==> src/rtl/ddr_package.sv <==
// Shared types for the ACT/PRE command scheduler: address type, rw codes,
// scheduler states and the delay-counter load helper.
package ddr_package;

    typedef logic [31:0] mem_addr_type;

    localparam logic [1:0] RW_READ  = 2'b01;
    localparam logic [1:0] RW_WRITE = 2'b10;

    localparam int CNT_W   = 8;
    localparam int CNT_MAX = 255;

    // state       | meaning
    // ST_IDLE     | waiting for a request or refresh
    // ST_ACT      | act_rdy strobe, both counters loaded
    // ST_WAIT_RCD | ACT-to-CAS spacing
    // ST_CAS      | cas_rdy strobe, post-CAS recovery loaded
    // ST_WAIT_PRE | waiting for tRAS and read/write recovery
    // ST_PRE      | pre_rdy strobe
    // ST_WAIT_RP  | precharge recovery
    // ST_REF      | refresh_rdy strobe
    // ST_WAIT_RFC | refresh busy time
    typedef enum logic [3:0] {
        ST_IDLE,
        ST_ACT,
        ST_WAIT_RCD,
        ST_CAS,
        ST_WAIT_PRE,
        ST_PRE,
        ST_WAIT_RP,
        ST_REF,
        ST_WAIT_RFC
    } sched_state_t;

    // A wait state leaves on the cycle its counter reads zero, so a spacing of
    // D cycles between the loading strobe and the next state needs a load of D-2.
    function automatic logic [CNT_W-1:0] delay_load(input int cycles);
        if (cycles <= 2) begin
            return '0;
        end else if (cycles - 2 >= CNT_MAX) begin
            return 8'hFF;
        end else begin
            return CNT_W'(cycles - 2);
        end
    endfunction

endpackage

==> src/rtl/sched_delay_counter.sv <==
// 8-bit unsigned down-counter with synchronous load; zero flags terminal count
// and holds there until the next load.
module sched_delay_counter
    import ddr_package::*;
(
    input  logic             clock,
    input  logic             reset_n,
    input  logic             load,
    input  logic             count_en,
    input  logic [CNT_W-1:0] load_value,
    output logic             zero
);

    logic [CNT_W-1:0] count;

    always_ff @(posedge clock or negedge reset_n) begin
        if (!reset_n) begin
            count <= '0;
        end else if (load) begin
            count <= load_value;
        end else if (count_en && (count != '0)) begin
            count <= count - 1'b1;
        end
    end

    assign zero = (count == '0);

endmodule

==> src/rtl/act_pre_scheduler.sv <==
// Single-bank ACT/CAS/PRE/REF sequencer: accepts one request at a time and
// spaces the command strobes by the DRAM timing parameters.
module act_pre_scheduler
    import ddr_package::*;
#(
    parameter int tRCD = 4,
    parameter int tRAS = 10,
    parameter int tRP  = 4,
    parameter int tRTP = 2,
    parameter int tWR  = 4,
    parameter int tRFC = 20
) (
    input  logic         clock,
    input  logic         reset_n,
    input  logic         config_done,
    input  int           CWL,
    input  int           BL,
    input  logic         req_valid,
    output logic         req_ready,
    input  mem_addr_type req_addr,
    input  logic [1:0]   req_rw,
    input  logic         ref_req,
    output logic         act_rdy,
    output logic         cas_rdy,
    output logic         pre_rdy,
    output logic         refresh_rdy,
    output mem_addr_type cmd_addr,
    output logic [1:0]   cas_rw,
    output logic         rw_idle,
    output logic         req_err
);

    // Every wait state lasts at least one cycle, so spacings below 2 cannot be met.
    if (tRCD < 2 || tRCD > CNT_MAX || tRAS < 1 || tRAS > CNT_MAX ||
        tRP < 2 || tRP > CNT_MAX || tRTP < 2 || tRTP > CNT_MAX ||
        tWR < 1 || tWR > CNT_MAX || tRFC < 1 || tRFC > CNT_MAX) begin : g_param_check
        $error("act_pre_scheduler: timing parameter outside 8-bit counter range");
    end

    sched_state_t     state, next_state;
    logic             accept, rw_legal;
    logic             act_load, main_load;
    logic [CNT_W-1:0] main_value;
    logic             act_zero, main_zero;
    int               write_post;

    assign rw_legal   = (req_rw == RW_READ) || (req_rw == RW_WRITE);
    // Gated by reset_n so the handshake reads 0 for as long as reset is held.
    assign req_ready  = reset_n & (state == ST_IDLE) & config_done & ~ref_req;
    assign accept     = req_valid & req_ready;
    assign req_err    = accept & ~rw_legal;
    assign write_post = CWL + BL / 2 + tWR;

    assign act_rdy     = (state == ST_ACT);
    assign cas_rdy     = (state == ST_CAS);
    assign pre_rdy     = (state == ST_PRE);
    assign refresh_rdy = (state == ST_REF);
    assign rw_idle     = (state == ST_IDLE);

    always_ff @(posedge clock or negedge reset_n) begin
        if (!reset_n) begin
            state <= ST_IDLE;
        end else begin
            state <= next_state;
        end
    end

    always_ff @(posedge clock or negedge reset_n) begin
        if (!reset_n) begin
            cmd_addr <= '0;
            cas_rw   <= 2'b00;
        end else if (accept && rw_legal) begin
            cmd_addr <= req_addr;
            cas_rw   <= req_rw;
        end
    end

    always_comb begin
        next_state = state;
        act_load   = 1'b0;
        main_load  = 1'b0;
        main_value = '0;
        unique case (state)
            ST_IDLE: begin
                if (config_done && ref_req) begin
                    next_state = ST_REF;
                end else if (accept && rw_legal) begin
                    next_state = ST_ACT;
                end
            end
            ST_ACT: begin
                act_load   = 1'b1;
                main_load  = 1'b1;
                main_value = delay_load(tRCD);
                next_state = ST_WAIT_RCD;
            end
            ST_WAIT_RCD: begin
                if (main_zero) begin
                    next_state = ST_CAS;
                end
            end
            ST_CAS: begin
                main_load  = 1'b1;
                main_value = (cas_rw == RW_WRITE) ? delay_load(write_post) : delay_load(tRTP);
                next_state = ST_WAIT_PRE;
            end
            ST_WAIT_PRE: begin
                if (act_zero && main_zero) begin
                    next_state = ST_PRE;
                end
            end
            ST_PRE: begin
                main_load  = 1'b1;
                main_value = delay_load(tRP);
                next_state = ST_WAIT_RP;
            end
            ST_WAIT_RP: begin
                if (main_zero) begin
                    next_state = ST_IDLE;
                end
            end
            ST_REF: begin
                // WAIT_RFC itself spans tRFC cycles, one more than a strobe-to-strobe gap.
                main_load  = 1'b1;
                main_value = delay_load(tRFC + 1);
                next_state = ST_WAIT_RFC;
            end
            ST_WAIT_RFC: begin
                if (main_zero) begin
                    next_state = ST_IDLE;
                end
            end
            default: next_state = ST_IDLE;
        endcase
    end

    sched_delay_counter u_act_delay (
        .clock      (clock),
        .reset_n    (reset_n),
        .load       (act_load),
        .count_en   (1'b1),
        .load_value (delay_load(tRAS)),
        .zero       (act_zero)
    );

    sched_delay_counter u_main_delay (
        .clock      (clock),
        .reset_n    (reset_n),
        .load       (main_load),
        .count_en   (1'b1),
        .load_value (main_value),
        .zero       (main_zero)
    );

endmodule

==> config.mk <==
export PLATFORM = sky130hd
export DESIGN_NAME = act_pre_scheduler
export DESIGN_NICKNAME = d
export VERILOG_FILES = /design/src/rtl/ddr_package.sv /design/src/rtl/sched_delay_counter.sv /design/src/rtl/act_pre_scheduler.sv
export SDC_FILE = /design/constraint.sdc
export NUM_CORES = 1
export LEC_CHECK = 0
export CAP_MARGIN = 20
export CORE_UTILIZATION = 50
export DETAILED_ROUTE_END_ITERATION = 10
export PLACE_DENSITY_LB_ADDON = 0.2
export SLEW_MARGIN = 10
export SYNTH_ARGS = -nofsm -noshare
export SYNTH_HDL_FRONTEND = slang
export SYNTH_SLANG_ARGS = --single-unit
==> constraint.sdc <==
create_clock -name clock -period 3.4 [get_ports clock]
set_clock_uncertainty 0.2 [all_clocks]
set_input_delay 0.51 -clock clock [delete_from_list [all_inputs] [get_ports clock]]
set_output_delay 0.51 -clock clock [all_outputs]
set_load 0.01 [all_outputs]
==> impl_metrics.json, run 1 <==
{
  "min_path_type": "in2async",
  "place.gp.congestion": 0.8871,
  "pwr-share-seq_pct": 27.9,
  "peakVddDrop_mv": 0.3264,
  "end_kind": "flop",
  "cts.htree.levels": 2,
  "timing.setup.tns_ns": -7.514,
  "cts_tree": "done",
  "startpoint_type": "input port",
  "ys_types": 73,
  "arrival_ns": 4.36,
  "core_area_um2": 10370,
  "period_minus_slack_ns": 4.380,
  "dieArea_um2": 11180,
  "holdBufCountCts": 0,
  "power_frac_comb_pct": 63.2,
  "drt-initial-drc-count": 299,
  "place_inst": 1023,
  "fin_ws_ns": -0.9798,
  "grt_remaining_overflow": 0,
  "viasPerCell": 5.744,
  "hold_viol": 0,
  "root_buffer": "clkbuf_8",
  "finalCritPeriodShare_pct": 128.8,
  "fmax_mhz": 228.3,
  "instances_no_fill": 1036,
  "dr.max_layer_used": "met4",
  "initial_core_util_pct": 51.87,
  "synth_fp_nets": 782,
  "fin_util_pct": 80.39,
  "grt_max_degree": 55,
  "synth_edf_count": 0,
  "wl_met1_mm": 6.590,
  "ys_seq_elements": 54,
  "grt_pass1_wl_mm": 28.17,
  "switching_share_pct": 39.81,
  "routed-via-count": 5951,
  "fp.dieH_um": 105.7,
  "track_usage_pct": 31.11,
  "internal_power_mw": 2.441,
  "power_density_nw_per_um2": 486.6,
  "syn_area_per_cell_um2": 8.775,
  "rows": 37,
  "final_nets": 1068,
  "diodes": 0,
  "dp_hpwl_mm": 14.04,
  "cts_sinks": 54,
  "drv_cap": 0,
  "cts_buffers": 5,
  "r2r_start": "u_main_delay.count[3]",
  "firstDrtPassIters": 5,
  "port_buffers": 143,
  "crit_start": "BL[0]",
  "path_max_fanout": 8,
  "tightestPinTransition_ns": 0.6659,
  "required_ns": 3.38,
  "cts_buffer_depth": 2,
  "routedWlPerCell_um": 16.92,
  "seqCellArea_um2": 1351,
  "rsz0062_at_grt": "yes",
  "ys_seq_area_share_pct": 25.12,
  "drive_gt1_share_pct": 27.78,
  "drc_errors": 0,
  "setup_viol": 8,
  "num-fill-cells": 707,
  "clk_pin_slew_ns": 0.10,
  "path_class": "in2reg",
  "synthFlopType": "dfrtp_1",
  "wl_met3_um": 843,
  "areaGrowthSynthToFinish_pct": 54.99,
  "p_leak_nw": 3.857,
  "power.switching_mw": 1.615,
  "dr_wl_met2_mm": 9.552,
  "multiInputGateArea_um2": 4038,
  "drv_slew": 0,
  "yosys_warnings": 0,
  "antenna_found_initial": 0,
  "io_pins": 144,
  "antenna_left": 0,
  "async_reset_ff_share_pct": 100.0,
  "violations": "negative setup slack",
  "die_x_um": 105.7,
  "wirelength_mm": 17.53,
  "netlist_area_um2": 5379,
  "status": "finished with violations",
  "synth_cells": 613,
  "slew_headroom_pct": 55.61,
  "grt_pass1_vias": 6155,
  "insertion_delay_ns": 0.31,
  "clock_power_share_pct": 8.9
}
[per-layer routing]
metal / global-route usage, % / vias to the layer above
met5: 0 / -
met4: 12.50 / 0
met3: 3.278 / 58
met2: 60.60 / 238
met1: 33.89 / 2796
li1: - / 2859
[through the flow]
| stage | area [um2] | total power [mW] | setup slack, ns | hold WS [ns] |
|---|---|---|---|---|
| 2_1_floorplan | 5401 | 2.408 | -0.9269 | 0.01441 |
| 3_3_place_gp | 8048 | 3.442 | -1.472 | 0.2868 |
| 3_5_place_dp | 8048 | 3.600 | -1.618 | 0.2922 |
| 4_1_cts | 8202 | 3.995 | -0.9946 | 0.1666 |
| 5_1_grt | 8337 | 4.330 | -1.120 | 0.2031 |
| 6_report | 8337 | 4.056 | -0.9798 | 0.1419 |
[power groups by stage]
stage / sequential, mW / clock (mW) / combinational, mW
2_1_floorplan: 1.14 / 0 / 1.27
6_report: 1.13 / 0.362 / 2.56
5_1_grt: 1.16 / 0.391 / 2.78
3_5_place_dp: 1.14 / 0 / 2.46
3_3_place_gp: 1.10 / 0 / 2.35
4_1_cts: 1.13 / 0.364 / 2.50
[final timing paths]
kind / cells past startpoint / end / slack [ns]
max: 17 / u_main_delay.count[4] / -0.98
min: 2 / state[2] / 0.14
max reg2reg: 8 / state[0] / 0.33
min reg2reg: 1 / cmd_addr[23] / 0.31
max in group asynchronous: 2 / cmd_addr[21] / 2.40
min in group clock: 1 / cmd_addr[23] / 0.31
[placed cells by master (no fill, tap or decap), types with 4 or more instances in the layout]
master / count
nand3_1: 16
a211oi_1: 8
a31oi_1: 5
and2_1: 5
a2111oi_0: 4
o211ai_1: 6
o21ai_1: 6
nor2b_1: 4
o21bai_1: 6
or3_1: 7
mux2_2: 33
a21o_1: 8
xor2_1: 16
inv_1: 18
nor2_1: 48
o21ai_0: 24
nor3_1: 12
and3_1: 6
clkdlybuf4s50_1: 134
xnor2_1: 19
a21oi_1: 41
ha_4: 4
o21a_1: 8
nand3b_1: 5
xnor2_2: 5
buf_4: 155
nand4_1: 11
nand2_1: 63
or4_1: 4
a22oi_1: 6
dfrtp_1: 54
ha_1: 58
nor4_1: 4
clkbuf_8: 6
[worst max-delay path, cell delays in order]
cell       delay, ns
buf_6           0.09
and2_4          0.16
fa_2            0.41
ha_4            0.18
fa_2            0.38
a211oi_4        0.30
nor2_2          0.09
xnor2_2         0.17
o2111ai_2       0.14
buf_4           0.17
or4_4           0.49
a21oi_4         0.15
a31oi_2         0.05
a2111oi_2       0.33
nand3_1         0.18
o31ai_4         0.39
a31oi_1         0.15
[timing repair]
| item | in CTS | in global routing |
|---|---|---|
| setup endpoints to repair | 8 | 8 |
| pin swaps | 20 | 23 |
| gates resized for setup | 24 | 25 |
| buffers inserted | 2 | 3 |
[kinds of logic after synthesis]
family,Yosys count,share of synthesized area (%)
multiplexers,33,6.909
AND/OR/NAND/NOR,212,20.12
XOR/XNOR,42,7.397
flip-flops,54,25.12
adder cells (fa/ha/maj),66,15.63
AO/OA/AOI/OAI,165,21.80
buffers and inverters,41,3.024
[Yosys cell counts (all sizes together) (3+ instances only)]
cell type  instances  area, um2
o22ai              3      32.53
o21ai             30      150.1
xnor2             24      225.2
a2111oi            5      50.04
a21o               8      60.06
o211ai             6      45.04
a31oi              7      43.79
a22oi              6      45.04
nand2b             3      18.77
and2               7      43.80
o21a               8      60.06
inv               21      78.83
nand2             63      236.5
nand3b             5      37.54
nand4             11      68.82
nor2b              4      25.02
buf               11      50.04
a221oi             3      26.28
xor2              18      172.7
or4                5      37.54
mux2              33      371.6
nor3              13      65.06
and3               6      37.54
o21bai             6      45.04
nand3             18      100.1
nand4b             3      26.28
and4               5      46.29
o31ai              4      57.55
nor4               8      71.32
a21oi             44      220.2
clkbuf             9      33.78
o2111ai            4      41.29
ha                64      800.8
or3                7      43.79
dfrtp             54       1351
nor2              49      183.9
a211oi            11      100.1
[final cells by class]
type                    count  share of cell area [%]
multi-input cells         518                   48.43
repair buffers            299                   31.25
flip-flops and latches     54                   16.21
well taps                 136                   2.041
clock buffers               7                   1.036
inverters                  21                  0.9755
clock inverters             1                 0.06003
[sequential cells by signal, summed over array words and instances (netlist names)]
| signal | count |
|---|---|
| cas_rw | 2 |
| state | 4 |
| u_main_delay.count | 8 |
| u_act_delay.count | 8 |
| cmd_addr | 32 |
(Power assumes the default switching activity.)
==> run 2, diff against run 1 <==
--- a/config.mk
+++ b/config.mk
@@ -6,6 +6,7 @@
 export NUM_CORES = 1
 export LEC_CHECK = 0
 export CAP_MARGIN = 20
+export CORE_MARGIN = 1.5
 export CORE_UTILIZATION = 50
 export DETAILED_ROUTE_END_ITERATION = 10
 export PLACE_DENSITY_LB_ADDON = 0.2
==> run 2 against run 1 <==
  * Critical path depth increased by 1
  * Setup slack improved by 0.010 ns
  * Combinational power about the same
  * Fmax increased by 0.23%
  * The flow still finishes with violations (negative setup slack)
  * Sequential power about the same
  * Total power about the same
  * Via count decreased by 0.47%
  * Sequential share of layout area decreased by 0.11 points
==> impl_metrics.json, run 2 (same netlist as run 1, synthesis figures left out) <==
{
  "antenna_found_initial": 0,
  "crit_slowest_cell": "or4_4",
  "wirelength_mm": 16.74,
  "largest_reg_flops": 32,
  "hold_viol": 0,
  "layout_common_cells": "buf_4 (150), clkdlybuf4s50_1 (134), nand2_1 (61)",
  "io_pins": 144,
  "cts_tree": "done",
  "fmax_mhz": 228.9,
  "crit_chain": "buf_6, and2_4, fa_2, ha_4, fa_2, a211oi_4, nor2_2, xnor2_2, o2111ai_2, buf_4, or4_4, a21oi_4, a31oi_4, a2111oi_4, nand3_2, o31ai_4, buf_6, a31oi_2",
  "place.gp.congestion": 0.9312,
  "diodes": 0,
  "place_ws_ns": -1.610,
  "drv_slew": 0,
  "num-fill-cells": 679,
  "stdcell_area_um2": 8393,
  "grt_remaining_overflow": 0,
  "tightestPinTransition_ns": 0.6794,
  "slew_headroom_pct": 54.70,
  "drive_gt1_share_pct": 28.99,
  "firstDrtPassIters": 5,
  "rows": 37,
  "viasPerCell": 5.734,
  "grt_pass1_vias": 5881,
  "routedWlPerCell_um": 16.20,
  "crit_start": "BL[0]",
  "p_leak_nw": 3.856,
  "track_usage_pct": 28.11,
  "fp.dieH_um": 106.7,
  "final_nets": 1065,
  "clk_pin_slew_ns": 0.09,
  "drv_cap": 0,
  "cts_buffers": 5,
  "r2r_start": "u_main_delay.count[3]",
  "violations": "negative setup slack",
  "drt-initial-drc-count": 232,
  "cts_sinks": 54,
  "path_class": "in2reg",
  "multiInputGateArea_um2": 4115,
  "end_kind": "flop",
  "core_area_um2": 10370,
  "status": "finished with violations",
  "cts.htree.levels": 2,
  "dp_hpwl_mm": 13.43,
  "die_x_um": 106.7,
  "antenna_left": 0,
  "max_stage_delay_ns": 0.52,
  "finalCritPeriodShare_pct": 128.5,
  "root_buffer": "clkbuf_8",
  "largest_register": "cmd_addr",
  "initial_core_util_pct": 51.87,
  "power_density_nw_per_um2": 483.8,
  "cts_buffer_depth": 2,
  "required_ns": 3.38,
  "grt_pass1_wl_mm": 26.36,
  "peakVddDrop_mv": 0.3453,
  "period_minus_slack_ns": 4.370,
  "insertion_delay_ns": 0.30,
  "startpoint_type": "input port",
  "arrival_ns": 4.35,
  "place_area_um2": 8003,
  "areaGrowthSynthToFinish_pct": 56.04,
  "path_max_fanout": 4,
  "fin_ws_ns": -0.9696,
  "setup_viol": 8,
  "min_path_type": "in2async",
  "reg_top3": "cmd_addr (32), u_act_delay.count (8), u_main_delay.count (8)",
  "rsz0062_at_grt": "yes",
  "routed-via-count": 5923,
  "seqCellArea_um2": 1351,
  "drc_errors": 0,
  "grt_max_degree": 55,
  "dieArea_um2": 11390,
  "final_common_cell": "buf_4",
  "port_buffers": 143
}
## run 2: cell count changes in the layout (fill, tap and decap cells not counted), moves of 2 or more
cell     delta
a21oi_1     -6
a21oi_2     +5
buf_4       -5
buf_6       +2
nand2_1     -2
nand3_1     -3
nand3_2     +2
nor4_1      +2
nor4_2      -2
or3_1       -2
or3_4       +2
xnor2_1     +2
xnor2_2     -2
## run 2: timing repair
action,4_1_cts,5_1_grt
hold buffers,0,0
gates resized for setup,33,34
setup endpoints to repair,8,8
buffers inserted,3,5
pin swaps,23,27
## run 2: stage by stage
| stage | hold slack [ns] | cells | TNS [ns] | utilization [%] | power [mW] |
|---|---|---|---|---|---|
| after floorplan | 0.01441 | 613 | -7.163 | - | 2.408 |
| after global placement | 0.2861 | 1017 | -11.40 | 77.17 | 3.432 |
| after detailed placement | 0.2913 | 1017 | -12.42 | 77.17 | 3.567 |
| after CTS | 0.1572 | 1028 | -6.953 | 79.25 | 3.969 |
| after global routing | 0.2014 | 1033 | -8.545 | 80.94 | 4.334 |
| final | 0.1306 | 1033 | -7.533 | 80.94 | 4.060 |
## run 2: cell type report
class | count | area share [%]
Multi-Input combinational cell | 518 | 49.03
Inverter | 21 | 0.9392
Clock inverter | 1 | 0.05963
Timing Repair Buffer | 296 | 30.81
Tap cell | 136 | 2.027
Sequential cell | 54 | 16.10
Clock buffer | 7 | 1.029
## run 2: worst paths after layout
path,slack (ns),cells after the start,endpoint
hold / removal,0.13,2,state[2]
hold reg to reg,0.31,1,cmd_addr[12]
setup / recovery,-0.97,18,u_main_delay.count[4]
min in group clock,0.31,1,cmd_addr[12]
setup reg to reg,0.40,8,state[0]
max in group asynchronous,2.41,2,cmd_addr[16]
## run 2: worst max-delay path, delay by kind of cell
kind / cells / cell delay, ns
compound gates: 7 / 1.42
simple gates: 4 / 0.91
fa+ha+maj: 3 / 0.89
buf+inv: 3 / 0.42
xor+xnor: 1 / 0.19
## run 2: power breakdown
group          internal (mW)  leakage [nW]  switching, mW  total, mW
clock                  0.165        0.0482          0.201      0.366
sequential             0.909         0.701          0.218       1.13
combinational           1.37          3.11           1.20       2.57
total                   2.45          3.86           1.62       4.06
## run 2: routing by layer
| metal | GRT usage, % | share of wire [%] | vias up |
|---|---|---|---|
| met3 | 2.857 | 4.7 | 49 |
| met2 | 54.35 | 53 | 213 |
| met5 | 0 | 0 | - |
| li1 | - | - | 2853 |
| met1 | 31.64 | 39 | 2808 |
| met4 | 9.905 | 3.3 | 0 |
